==> src/rtl/perf_counter_pkg.sv <==
// rtl/perf_counter_pkg.sv - register map and command constants for the performance counter bank
package perf_counter_pkg;

  localparam logic [4:0] ADDR_CTRL      = 5'h00;
  localparam logic [4:0] ADDR_OVF       = 5'h01;
  localparam logic [4:0] ADDR_IRQ_EN    = 5'h02;
  localparam logic [4:0] ADDR_CMD       = 5'h03;
  localparam logic [4:0] ADDR_SNAP_BASE = 5'h08;

  localparam int CMD_SNAP_BIT = 0;
  localparam int CMD_CLR_BIT  = 1;

  localparam int MAX_CH = 8;

endpackage

==> src/rtl/perf_counter_channel.sv <==
// rtl/perf_counter_channel.sv - one live counter with snapshot register and wrap detection
module perf_counter_channel #(
  parameter int CNT_W = 64
) (
  input  logic             clk,
  input  logic             rst,
  input  logic             inc,
  input  logic             clear,
  input  logic             snapshot,
  output logic [CNT_W-1:0] snap,
  output logic             wrap
);

  localparam logic [CNT_W-1:0] ONE = {{(CNT_W-1){1'b0}}, 1'b1};

  logic [CNT_W-1:0] count;

  // A clear suppresses the increment, so it cannot be counted as a wrap either.
  assign wrap = inc && !clear && (&count);

  always_ff @(posedge clk or posedge rst) begin
    if (rst) begin
      count <= '0;
    end else if (clear) begin
      count <= '0;
    end else if (inc) begin
      count <= count + ONE;
    end
  end

  // Captures the value held before this edge's clear or increment.
  always_ff @(posedge clk or posedge rst) begin
    if (rst) begin
      snap <= '0;
    end else if (snapshot) begin
      snap <= count;
    end
  end

endmodule

==> src/rtl/perf_counter_bank.sv <==
// rtl/perf_counter_bank.sv - bank of cycle/event counters with atomic snapshot and register access
module perf_counter_bank
  import perf_counter_pkg::*;
#(
  parameter int NUM_CH = 4,
  parameter int CNT_W  = 64
) (
  input  logic              clk,
  input  logic              rst,
  input  logic [NUM_CH-1:0] event_i,
  input  logic              wr_en,
  input  logic [4:0]        addr,
  input  logic [31:0]       wdata,
  input  logic              rd_en,
  output logic [31:0]       rdata,
  output logic              rd_valid,
  output logic              ovf_irq
);

  logic [NUM_CH-1:0] ctrl;
  logic [NUM_CH-1:0] ovf;
  logic [NUM_CH-1:0] irq_en;
  logic [NUM_CH-1:0] inc;
  logic [NUM_CH-1:0] wrap;
  logic [NUM_CH-1:0] ovf_clr;
  logic [CNT_W-1:0]  snap_val [NUM_CH];
  logic              wr_cmd;
  logic              snap_cmd;
  logic              clr_cmd;
  logic [31:0]       rd_mux;
  logic              unused_bits;

  assign wr_cmd      = wr_en && (addr == ADDR_CMD);
  assign snap_cmd    = wr_cmd && wdata[CMD_SNAP_BIT];
  assign clr_cmd     = wr_cmd && wdata[CMD_CLR_BIT];
  assign ovf_clr     = (wr_en && (addr == ADDR_OVF)) ? wdata[NUM_CH-1:0] : '0;
  assign ovf_irq     = |(ovf & irq_en);
  assign unused_bits = ^wdata[31:NUM_CH];

  for (genvar i = 0; i < NUM_CH; i++) begin : gen_ch
    // Channel 0 counts cycles, so its event strobe is ignored.
    assign inc[i] = ctrl[i] & ((i == 0) | event_i[i]);

    perf_counter_channel #(.CNT_W(CNT_W)) u_ch (
      .clk      (clk),
      .rst      (rst),
      .inc      (inc[i]),
      .clear    (clr_cmd),
      .snapshot (snap_cmd),
      .snap     (snap_val[i]),
      .wrap     (wrap[i])
    );
  end

  always_comb begin
    rd_mux = '0;
    if (addr == ADDR_CTRL) begin
      rd_mux = 32'(ctrl);
    end else if (addr == ADDR_OVF) begin
      rd_mux = 32'(ovf);
    end else if (addr == ADDR_IRQ_EN) begin
      rd_mux = 32'(irq_en);
    end
    for (int i = 0; i < NUM_CH; i++) begin
      if (addr == ADDR_SNAP_BASE + 5'(2 * i)) begin
        rd_mux = snap_val[i][31:0];
      end
      if (addr == ADDR_SNAP_BASE + 5'(2 * i + 1)) begin
        rd_mux = 32'(snap_val[i][CNT_W-1:32]);
      end
    end
  end

  always_ff @(posedge clk or posedge rst) begin
    if (rst) begin
      ctrl     <= '0;
      irq_en   <= '0;
      ovf      <= '0;
      rdata    <= '0;
      rd_valid <= 1'b0;
    end else begin
      if (wr_en && (addr == ADDR_CTRL)) begin
        ctrl <= wdata[NUM_CH-1:0];
      end
      if (wr_en && (addr == ADDR_IRQ_EN)) begin
        irq_en <= wdata[NUM_CH-1:0];
      end
      // A wrap in the same cycle as a write-1-to-clear keeps the flag set.
      ovf      <= (ovf & ~ovf_clr) | wrap;
      rd_valid <= rd_en;
      if (rd_en) begin
        rdata <= rd_mux;
      end
    end
  end

endmodule

==> config.mk <==
export PLATFORM = sky130hd
export DESIGN_NAME = perf_counter_bank
export DESIGN_NICKNAME = d
export VERILOG_FILES = /design/src/rtl/perf_counter_pkg.sv /design/src/rtl/perf_counter_channel.sv /design/src/rtl/perf_counter_bank.sv
export SDC_FILE = /design/constraint.sdc
export NUM_CORES = 1
export LEC_CHECK = 0
export BUFFER_PORTS_ARGS = -buffer_cell sky130_fd_sc_hd__buf_2
export CORE_MARGIN = 2
export CORE_UTILIZATION = 50
export DETAILED_ROUTE_END_ITERATION = 6
export GPL_TIMING_DRIVEN = 0
export PLACE_DENSITY = 0.67
export SLEW_MARGIN = 20
export SYNTH_ARGS = -nofsm -noshare
export SYNTH_HDL_FRONTEND = slang
export SYNTH_HIERARCHICAL = 1
export SYNTH_SLANG_ARGS = --single-unit
==> constraint.sdc <==
create_clock -name clk -period 4.4 [get_ports clk]
set_clock_uncertainty 0.2 [all_clocks]
set_input_delay 0.22 -clock clk [delete_from_list [all_inputs] [get_ports clk]]
set_output_delay 0.22 -clock clk [all_outputs]
set_load 0.02 [all_outputs]
# --- Word-level counts from Yosys, hierarchy flattened ---
# Index checks and enable logic that the tools add are counted.
totals:
  ff_bits: 557
  in_bits: 45
classes:
  n_addsub: 4
  n_eq_ne: 11
  n_mux: 20
  bitwise: 7
  n_reduce_logical: 25
ops:
  columns: ["op", "count"]
  rows:
  - ["2-to-1 mux 64 bit", 8]
  - ["2-to-1 mux 32 bit", 10]
  - ["adder 64 x 1 -> 64 bit, second input constant", 4]
  - ["AND reduction 64 bit", 4]
  - ["equality test 5 x 4 -> 1 bit, second input constant", 8]
  - ["logical AND 1 bit", 14]
  - ["equality test 5 x 2 -> 1 bit, second input constant", 2]
  - ["bitwise AND 4 bit", 2]
  - ["2-to-1 mux 4 bit", 2]
  - ["nonzero test 2 bit", 4]
  - ["equality test 5 x 1 -> 1 bit, second input constant", 1]
  - ["logical NOT 5 bit", 1]
  - ["NOT 4 bit", 1]
  - ["OR 4 bit", 1]
  - ["OR reduction 4 bit", 1]
  - ["bitwise AND 1 bit", 3]
  - ["logical NOT 1 bit", 1]

# --- Logic depth before layout (Yosys ltp) ---
# Gate-level depths: netlist (run 1).
logic_depth:
  ltp_word: 12
  depth_mapped: 10
  depth_no_buf: 9

# --- By module ---
# Netlist (run 1), hierarchy kept.
modules_own_cells:
  columns: ["module", "n_inst", "cells_each", "area_each_um2", "seq_area_each_um2"]
  rows:
  - ["perf_counter_channel at gen_ch[1].u_ch ...", 3, 501, 5739.3, 3203.1]
  - ["perf_counter_channel at gen_ch[0].u_ch", 1, 503, 5828.1, 3203.1]
  - ["perf_counter_bank", 1, 523, 4239.1, 1126.1]

# --- Worst setup path after synthesis (run 1) ---
# No wires, ideal clock.
synth_timing:
  path_kind: "input -> register"
  startpoint: "in addr[3]"
  endpoint: "reg gen_ch[0].u_ch.snap[0]"
  arrival_time_ns: 2.070
  t_required_ns: 4.075
  setup_slack_ns: 2.005
  stages: 8
  path_buffers: 3
  path_cell_list: "buf_4 nor3_2 nand2_1 nor2_1 and2_1 clkbuf_1 clkbuf_1 mux2_2"
synth_between:
  elab_chain_cells: 3
synth_lines:
  columns: ["element", "line", "text"]
  rows:
  - ["start, declared", "perf_counter_bank.sv:12", "input logic [4:0] addr,"]
  - ["equality test 5 x 2 -> 1 bit", "perf_counter_bank.sv:33", "assign wr_cmd = wr_en && (addr == ADDR_CMD);"]
  - ["logical AND 1 bit", "perf_counter_bank.sv:33", null]
  - ["logical AND 1 bit", "perf_counter_bank.sv:34", "assign snap_cmd = wr_cmd && wdata[CMD_SNAP_BIT];"]
  - ["named net snap_cmd", "perf_counter_bank.sv:28", "logic snap_cmd;"]
  - ["end signal, assigned", "perf_counter_channel.sv:36", "snap <= count;"]
  - ["end, declared", "perf_counter_channel.sv:10", "output logic [CNT_W-1:0] snap,"]
# The timed path passes the listed nets, and every way through them passes these cells.
# A chain may end at the register's enable or synchronous reset.

# --- Worst setup path after layout (run 1) ---
layout_timing:
  startpoint: "in addr[4]"
  endpoint: "reg gen_ch[3].u_ch.snap[1]"
layout_between:
  elab_chain_cells: 3
layout_lines:
  columns: ["element", "line"]
  rows:
  - ["equality test 5 x 2 -> 1 bit", "perf_counter_bank.sv:33"]
  - ["logical AND 1 bit", "perf_counter_bank.sv:33"]
  - ["logical AND 1 bit", "perf_counter_bank.sv:34"]
  - ["named net snap_cmd", "perf_counter_bank.sv:28"]
  - ["end signal, assigned", "perf_counter_channel.sv:36"]
  - ["end, declared", "perf_counter_channel.sv:10"]
# The timed path passes the listed nets, and every way through them passes these cells.

==> metrics.csv, run 1 <==
metric;value;unit
top-area cell type share of the netlist area;51.1;%
Total Power;13.0;mW
Post-DP HPWL;61200;um
worst-path cell chain;dlygate4sd3_1, buf_2, nor3_2, nand2_1, nor2_1, and2_1, clkbuf_1, clkbuf_1, mux2_2;
most area-hungry cell type in the Yosys netlist;dfrtp_1;
final worst setup slack;1.17;ns
Num CTS Buffers;59;
Die W;238;um
Placer Congestion;0.976;
clock tree buffer depth;3;
Slew headroom;36.8;%
# port buffers;47;
Initial Util;50.6;%
first-pass GRT wire length;128000;um
minimum clock period;3.23;ns
crit path kind;input port to flip-flop;
library cells used by synthesis;74;
clk slew on worst S/H paths;0.06;ns
clock sink count;557;
Multi-input gate area;0.0125;mm^2
Post-CTS Setup Inserts;0;
fillcell total;4566;
grt total ovfl;0;
number of I/O pins;79;
leakage;13.5;nW
final WL;82900;um
RR Startpoint;gen_ch[2].u_ch/count[26]$_DFFE_PP0P_;
worst slew pin tran;0.940;ns
asr flop ratio synth;100;%
CP most frequent cell;clkbuf_1;
Seq cells post-synth;557;
dominant synthesized flop cell;dfrtp_1;
path depth of the worst reg2reg path;7;
max incr delay on CP;0.59;ns
EDFF count, synth;0;
Antenna Nets Post-Route;0;
drt wl/cell;24.4;um
vias in the first global route;21023;
final setup violation count;0;
dpl cell area;0.0285;mm^2
Synth warnings;6;
pre-CTS setup slack;1.06;ns
unrepaired setup endpoints after global routing;no;
share of cells above drive strength 1;20.7;%
Worst Path Buf+Inv;4;
Worst VDD drop;0.302;mV
CP delay by family, top;buffers and inverters;
CORE AREA;0.0539;mm^2
Die Height;238;um
FF+latch area;0.0139;mm^2
flop2flop setup slack;1.49;ns
status;finished clean;
Area Growth Syn to Fin;13.1;%
Clock Latency Late Sink;0.64;ns
FP Rows;85;
Crit Path Max Fanout;10;
initial antenna violation count;2;
largest net degree at the start of global routing;80;
count of final max-slew check failures;0;
Final Hold Viols;0;
H-tree Lvls;2;
Mapped Cells;2529;
fmax;310;MHz
synth top area cells;dfrtp_1 51%, mux2_2 11%, a21oi_1 2.9%;
syn_nets;2578;
hold crit path type;input port to asynchronous set/reset pin;
Crit path required time;4.73;ns
Power Density;422;mW/mm^2
DRC;0;
number of max-cap violations;0;
Pre-antenna DRT Iters;7;
DR vias;21607;
design area;0.0309;mm^2
Tcrit/Tclk final;73.3;%
Seq/Total Area, Yosys;51.1;%
cts hold-fix bufs;14;
vias per cell;6.35;
CTS tree;built;
slowest CP cell;dlygate4sd3_1;
worst reg2reg path endpoint;ovf[2]$_DFF_PP0_;
overall global routing resource usage;29.6;%
First DRT Iteration DRCs;2074;
WP data arrival;3.56;ns
Syn Area/Cell;10.8;um^2
mapped cell area;0.0273;mm^2
Startpoint Class;input port;
fin nets;2705;
PostCTS Resize Cnt;0;
die footprint;0.0565;mm^2
CP endpoint kind;flip-flop;
clock root buffer;clkbuf_16;
stage by stage:
stage	TNS (ns)	utilization, %	hold WS [ns]	cells
3_3_place_gp	-449.58	52.7	0.142	3272
5_1_grt	0	57.2	0.107	3401
6_report	0	57.2	0.109	3403
3_5_place_dp	0	52.9	0.144	3277
4_1_cts	0	57.2	0.0704	3401
2_1_floorplan	0	-	0.0514	2529
worst max-delay path by stage:
stage             from                                   end  depth (start not counted)
2_1_floorplan      rst   gen_ch[0].u_ch/count[0]$_DFFE_PP0P_                          1
3_3_place_gp       rst  gen_ch[3].u_ch/count[15]$_DFFE_PP0P_                          2
3_5_place_dp   addr[2]   gen_ch[0].u_ch/snap[63]$_DFFE_PP0P_                          9
4_1_cts        addr[4]   gen_ch[0].u_ch/snap[62]$_DFFE_PP0P_                          9
5_1_grt        addr[4]   gen_ch[2].u_ch/snap[14]$_DFFE_PP0P_                          9
6_report       addr[4]    gen_ch[3].u_ch/snap[1]$_DFFE_PP0P_                          9
worst reg2reg max path: cells and delay by family, from the launching register on:
kind	cells	cell delay, ns
buffers and inverters	2	0.51
and+or+nand+nor	4	1.51
AOI/OAI and AO/OA	1	0.15
DFF	1	0.50
cell usage after synthesis, types with 6 or more instances:
master and n:
dfrtp_1 557, mux2_2 271, nor2_1 172, a21oi_1 159, nand2_1 140, nand3_1 116, nand4_1 102, o21ai_0 92
xor2_1 89, clkbuf_1 79, or3_1 75, o22ai_1 54, or4_1 53, o31ai_1 50, buf_2 40, inv_1 40
and3_1 34, mux2i_1 34, a221oi_1 29, nor3_1 26, a21o_1 25, nor4_1 23, o211ai_1 22, xnor2_1 21
o22a_1 20, nor2b_1 19, nand4_2 18, and2_1 12, nand2b_1 11, nor2_2 10, buf_6 9, nor3_2 9
o21a_1 9, o221ai_1 9, buf_1 8, buf_4 7, and4_1 6, mux2_1 6
cells by family after synthesis:
kind of cell | after synthesis | synth area share, %
adder cells (fa/ha/maj) | 4 | 0.183
buffers and inverters | 188 | 3.19
AO/OA/AOI/OAI | 493 | 11.4
multiplexers | 311 | 12.7
flip-flops | 557 | 51.1
XOR/XNOR | 110 | 3.53
AND/OR/NAND/NOR | 866 | 18.0
flip-flops by register name (all words and copies together), names as in the netlist:
signal and cells:
gen_ch.u_ch/count 256, rdata 32, rd_valid 1, ovf 4, irq_en 4, ctrl 4, gen_ch.u_ch/snap 256
layout by cell type, fill, tap and decap left out, types with 20 or more instances in the layout:
cell type	count
dfrtp_1	557
mux2_2	271
nor2_1	172
a21oi_1	159
nand2_1	140
nand3_1	116
nand4_1	102
o21ai_0	92
clkbuf_1	90
xor2_1	89
buf_2	87
or3_1	75
clkbuf_16	60
o22ai_1	54
or4_1	53
o31ai_1	50
inv_1	35
mux2i_1	34
and3_1	34
a221oi_1	29
nor3_1	26
a21o_1	25
nor4_1	23
o211ai_1	22
xnor2_1	21
o22a_1	20
power by group:
part | internal, mW | switching, mW | leakage, nW
sequential | 5.55 | 0.621 | 7.42
clock | 3.40 | 2.15 | 1.06
combinational | 0.538 | 0.770 | 4.99
layer usage:
metal  GRT usage, %  vias to the layer above  wire, um
li1               -                     9627         -
met1           40.3                    10983     34700
met2           47.1                      835     38700
met3           5.77                      162      6300
met4           11.2                        0      3220
met5              0                        -         0
layout make-up:
type / instances / area share, %
Clock buffer: 86 / 5.67
Inverter: 43 / 0.588
Buffer: 145 / 2.29
Antenna cell: 2 / 0.0162
Sequential cell: 557 / 45.2
Clock inverter: 24 / 1.38
Timing Repair Buffer: 66 / 1.64
Multi-Input combinational cell: 1784 / 40.4
Tap cell: 696 / 2.82
(Power assumes the default switching activity.)
==> inputs of run 2 (changes only) <==
Clock period 4.4 ns to 3.1 ns, I/O delays scaled along.
==> run 2 against run 1 <==
- combinational power is 47% higher
- via count is 1.1% higher
- global-route usage is 0.22 points higher
- final area is 0.54% higher
- total power is 39% higher
- non-clock buffer count is 17 higher
- clock power is 34% higher
- flip-flop and latch count stayed put
- register-to-register slack worse by 1.3 ns
- largest power group unchanged
- wire length is 1.6% higher
==> metrics.csv, run 2 (synthesized netlist as in run 1, its figures left out) <==
metric;value;unit;change
status;finished clean;;
Area Growth Syn to Fin;13.7;%;
final setup violation count;0;;unchanged
vias in the first global route;21205;;+0.87%
fmax;344;MHz;
PostCTS Resize Cnt;0;;unchanged
crit path kind;flip-flop to flip-flop;;
clock root buffer;clkbuf_16;;
most common cell after layout, fill and taps aside;dfrtp_1;;
initial antenna violation count;1;;-1
number of max-cap violations;0;;unchanged
Post-DP HPWL;62800;um;+2.6%
Num CTS Buffers;58;;-1.7%
fin util;57.5;%;+0.31 points
biggest regs;gen_ch.u_ch/count x256, gen_ch.u_ch/snap x256, rdata x32;;
Die W;238;um;unchanged
final WL;84200;um;+1.6%
unrepaired setup endpoints after global routing;no;;
Post-Route M1 WL;34800;um;+0.40%
DRC;0;;unchanged
Crit Path Max Fanout;10;;unchanged
design area;0.0310;mm^2;+0.54%
First DRT Iteration DRCs;2187;;+5.4%
most frequent cells in the layout;557 x dfrtp_1, 271 x mux2_2, 172 x nor2_1;;
number of I/O pins;79;;unchanged
overall global routing resource usage;29.8;%;+0.22 points
Crit path required time;3.48;ns;-1.25 ns
clock sink count;557;;unchanged
WL met2;40300;um;+4.2%
grt total ovfl;0;;unchanged
DR vias;21838;;+1.1%
Top Metal Used;met4;;
clk slew on worst S/H paths;0.07;ns;about the same
Antenna Nets Post-Route;0;;unchanged
H-tree Lvls;2;;unchanged
dpl cell area;0.0288;mm^2;+0.85%
# port buffers;47;;unchanged
count of final max-slew check failures;0;;unchanged
CORE AREA;0.0539;mm^2;unchanged
clock tree buffer depth;3;;unchanged
Worst VDD drop;0.619;mV;+110%
fin nets;2721;;+0.59%
leakage;13.5;nW;+0.45%
die footprint;0.0565;mm^2;unchanged
drt wl/cell;24.6;um;+1.1%
FP Rows;85;;unchanged
Initial Util;50.6;%;unchanged
WP data arrival;3.29;ns;-0.27 ns
first-pass GRT wire length;129000;um;+0.54%
CP endpoint kind;flip-flop;;
largest net degree at the start of global routing;35;;-56%
cts hold-fix bufs;19;;+5
Pre-antenna DRT Iters;6;;-1
Post-CTS Setup Inserts;0;;unchanged
Tcrit/Tclk final;93.9;%;
met3 wire len;6070;um;-3.7%
Placer Congestion;0.958;;-1.8%
worst slew pin tran;0.958;ns;+0.0183 ns
Startpoint Class;flip-flop;;
Final Hold Viols;0;;unchanged
Die Height;238;um;unchanged
CTS tree;built;;
hold crit path type;input port to asynchronous set/reset pin;;
share of cells above drive strength 1;21.1;%;+0.36 points
Power Density;584;mW/mm^2;+38%
vias per cell;6.39;;+0.63%
minimum clock period;2.91;ns;
Clock Latency Late Sink;0.64;ns;about the same
Slew headroom;35.6;%;-1.2 points
run 2: changes by cell type in the layout (fill, tap and decap cells not counted), moves of 2 or more:
cell | before | now
inv_6 | 6 | 0
clkinvlp_4 | 3 | 9
clkbuf_1 | 90 | 88
bufinv_16 | 11 | 7
buf_12 | 1 | 12
dlygate4sd3_1 | 14 | 19
clkinv_2 | 6 | 12
run 2: power breakdown:
part / internal [mW] / switching, mW / total, mW
Sequential: 7.87 / 0.891 / 8.76
Clock: 4.41 / 3.04 / 7.44
Combinational: 0.803 / 1.11 / 1.92
run 2: worst paths after layout:
path / startpoint / end / slack [ns] / cells past startpoint
max in group asynchronous: rst / gen_ch[0].u_ch/count[62]$_DFFE_PP0P_ / 1.02 / 8
worst min-delay path: rst / rdata[6]$_DFFE_PP0P_ / 0.04 / 3
worst min register to register: gen_ch[3].u_ch/snap[31]$_DFFE_PP0P_ / gen_ch[3].u_ch/snap[31]$_DFFE_PP0P_ / 0.31 / 1
min in group clk: addr[3] / rdata[14]$_DFFE_PP0P_ / 0.05 / 4
worst max-delay path: gen_ch[2].u_ch/count[26]$_DFFE_PP0P_ / ovf[2]$_DFF_PP0_ / 0.19 / 7
worst max register to register: gen_ch[2].u_ch/count[26]$_DFFE_PP0P_ / ovf[2]$_DFF_PP0_ / 0.19 / 7
run 2: worst max-delay path, stage by stage (launching register included):
cell,delay [ns]
dfrtp_1,0.52
nand4_2,0.22
nor3_2,0.41
nand2_2,0.17
buf_2,0.22
clkbuf_1,0.26
nor3_1,0.73
a21o_1,0.14
run 2: final cells by class:
class	instances	area, um^2
multi-input combinational	1784	12500
timing repair buffer	83	803
clock inverter	27	349
fill	4580	22900
inverter	43	176
sequential	557	13900
clock buffer	82	1700
buffer	145	708
antenna	1	2.50
tap	696	871
run 2: per-layer routing:
layer  vias to the layer above  global-route usage [%]
met5                         -                       0
met4                         0                    10.2
met3                       159                    4.74
met2                       905                    48.9
met1                     11129                    40.6
li1                       9645                       -
run 2: metrics by stage:
stage                     power (mW)  TNS, ns  instances  setup WS (ns)  hold WS [ns]
final                           18.1        0       3418          0.189        0.0427
after global routing            18.8        0       3417         0.0761        0.0637
after CTS                       18.2        0       3417          0.227       0.00409
after detailed placement        10.7   -32.00       3289         -0.319        0.0493
after global placement          10.6  -100.19       3272         -0.492        0.0777
after floorplan                 9.84        0       2529          0.770       -0.0136
==> inputs of run 3 (changes only) <==
Settings changed: GPL_TIMING_DRIVEN 0 to 1, HOLD_SLACK_MARGIN from default to 0.03, SKIP_LAST_GASP from default to 1.
==> run 3 against run 2 <==
- clock power barely moved
- final area fell by 0.67%
- largest cell class unchanged
- sequential power fell by 0.5%
- wire length fell by 7.5%
- hold slack improved by 0.041 ns
- first-iteration DRC count fell by 13%
- non-clock buffer count fell by 83
- register-to-register slack improved by 0.10 ns
- critical path depth rose by 4
- count of clock-buffer cells in the layout fell by 2
- largest power group unchanged
==> metrics.csv, run 3 (synthesized netlist as in run 1, its figures left out) <==
metric;value;unit;change
status;finished clean;;
vias in the first global route;20149;;-5.0%
Num CTS Buffers;57;;-1.7%
drt wl/cell;23.4;um;-5.2%
Worst Path Buf+Inv;6;;+4
leakage;13.5;nW;-0.35%
number of I/O pins;79;;unchanged
Worst VDD drop;0.460;mV;-26%
DR vias;21034;;-3.7%
crit path kind;input port to flip-flop;;
die footprint;0.0565;mm^2;unchanged
Area Growth Syn to Fin;13.0;%;
fin nets;2638;;-3.1%
H-tree Lvls;2;;unchanged
max incr delay on CP;0.65;ns;-0.08 ns
share of cells above drive strength 1;22.1;%;+0.97 points
initial antenna violation count;3;;+2
Clock Latency Late Sink;0.64;ns;about the same
final WL;77900;um;-7.5%
overall global routing resource usage;27.2;%;-2.6 points
setup tns final;0;ns;unchanged
grt total ovfl;0;;unchanged
fmax;325;MHz;-5.4%
worst-path cell chain;dlygate4sd3_1, buf_2, nor3_4, dlygate4sd3_1, nand2_1, nor2_2, and2_4, buf_12, buf_12, buf_4, a21oi_1;;
Placer Congestion;0.987;;+3.0%
most frequent cells in the layout;557 x dfrtp_1, 271 x mux2_2, 171 x nor2_1;;
# port buffers;49;;+4.3%
clock root buffer;clkbuf_16;;
RR Startpoint;ctrl[1]$_DFFE_PP0P_;;
clock tree buffer depth;3;;unchanged
clock sink count;557;;unchanged
WP data arrival;3.39;ns;+0.10 ns
CTS tree;built;;
biggest regs;gen_ch.u_ch/count x256, gen_ch.u_ch/snap x256, rdata x32;;
final setup violation count;0;;unchanged
Power Density;586;mW/mm^2;+0.24%
first-pass GRT wire length;119000;um;-7.2%
worst slew pin tran;0.851;ns;-0.106 ns
Crit path required time;3.41;ns;-0.07 ns
Tcrit/Tclk final;99.3;%;+5.4 points
Initial Util;50.6;%;unchanged
CORE AREA;0.0539;mm^2;unchanged
Crit Path Max Fanout;51;;+41
CP delay by family, top;buffers and inverters;;
vias per cell;6.31;;-1.3%
hold crit path type;input port to asynchronous set/reset pin;;
Antenna Nets Post-Route;0;;unchanged
Pre-antenna DRT Iters;7;;+1
crit path from;addr[3];;
slowest CP cell;dlygate4sd3_1;;
DRC;0;;unchanged
number of max-cap violations;0;;unchanged
Total Power;18.0;mW;-0.44%
design area;0.0308;mm^2;-0.67%
FP Rows;85;;unchanged
Die W;238;um;unchanged
Die Height;238;um;unchanged
minimum clock period;3.08;ns;+0.167 ns
dpl cell area;0.0284;mm^2;-1.5%
clk slew on worst S/H paths;0.07;ns;about the same
Post-DP HPWL;54500;um;-13%
CP endpoint kind;flip-flop;;
count of final max-slew check failures;0;;unchanged
Final Hold Viols;0;;unchanged
largest net degree at the start of global routing;121;;+250%
Startpoint Class;input port;;
most common cell after layout, fill and taps aside;dfrtp_1;;
First DRT Iteration DRCs;1897;;-13%
Slew headroom;43.2;%;+7.6 points
==> run 3: power by group <==
part	total, mW	internal [mW]	leakage (nW)	switching [mW]
clock network	7.47	4.44	1.01	3.03
registers	8.72	7.87	7.42	0.848
logic	1.86	0.782	5.05	1.08
==> run 3: per-layer routing <==
metal / wire length, um / share of wire [%] / track usage (%)
met1: 33500 / 43 / 37.3
met2: 36600 / 47 / 44.1
met3: 5000 / 6.4 / 4.83
met4: 2700 / 3.5 / 8.94
met5: 24 / 0.031 / 0
==> run 3: cell type report <==
| cell class | count | area (um^2) |
|---|---|---|
| fillers | 4585 | 23100 |
| flip-flops and latches | 557 | 13900 |
| multi-input cells | 1785 | 12500 |
| clock buffers | 80 | 1670 |
| repair buffers | 145 | 1270 |
| well taps | 696 | 871 |
| clock inverters | 28 | 380 |
| inverters | 43 | 178 |
| diodes | 1 | 2.50 |
==> run 3: worst min-delay path: cells and delay by family <==
| kind | cells | cell delay [ns] |
|---|---|---|
| buffers and inverters | 3 | 1.17 |
==> run 3: final timing paths <==
check,cells past startpoint,slack [ns],endpoint
setup / recovery,11,0.02,gen_ch[2].u_ch/count[60]$_DFFE_PP0P_
hold reg to reg,1,0.31,gen_ch[2].u_ch/snap[6]$_DFFE_PP0P_
max in group asynchronous,5,1.14,gen_ch[1].u_ch/snap[16]$_DFFE_PP0P_
hold / removal,3,0.08,gen_ch[0].u_ch/snap[31]$_DFFE_PP0P_
min in group clk,6,0.19,rdata[26]$_DFFE_PP0P_
setup reg to reg,6,0.29,gen_ch[1].u_ch/count[56]$_DFFE_PP0P_
==> run 3: what timing repair did <==
action / in CTS / in global routing
setup endpoints to repair: 0 / 81
resized for setup: 0 / 7
setup buffers: 0 / 6
hold buffers: 19 / 0
hold endpoints to repair: 521 / 0
==> run 3: metrics by stage <==
step | cells | util [%] | worst slack (ns) | hold WS, ns
4_1_cts | 3324 | 56.8 | 0.0286 | 0.0640
2_1_floorplan | 2529 | - | 0.770 | -0.0136
6_report | 3335 | 57.2 | 0.0219 | 0.0835
5_1_grt | 3335 | 57.2 | -0.0143 | 0.0997
3_3_place_gp | 3197 | 52.6 | 0.455 | 0.0897
3_5_place_dp | 3197 | 52.6 | 0.355 | 0.0919
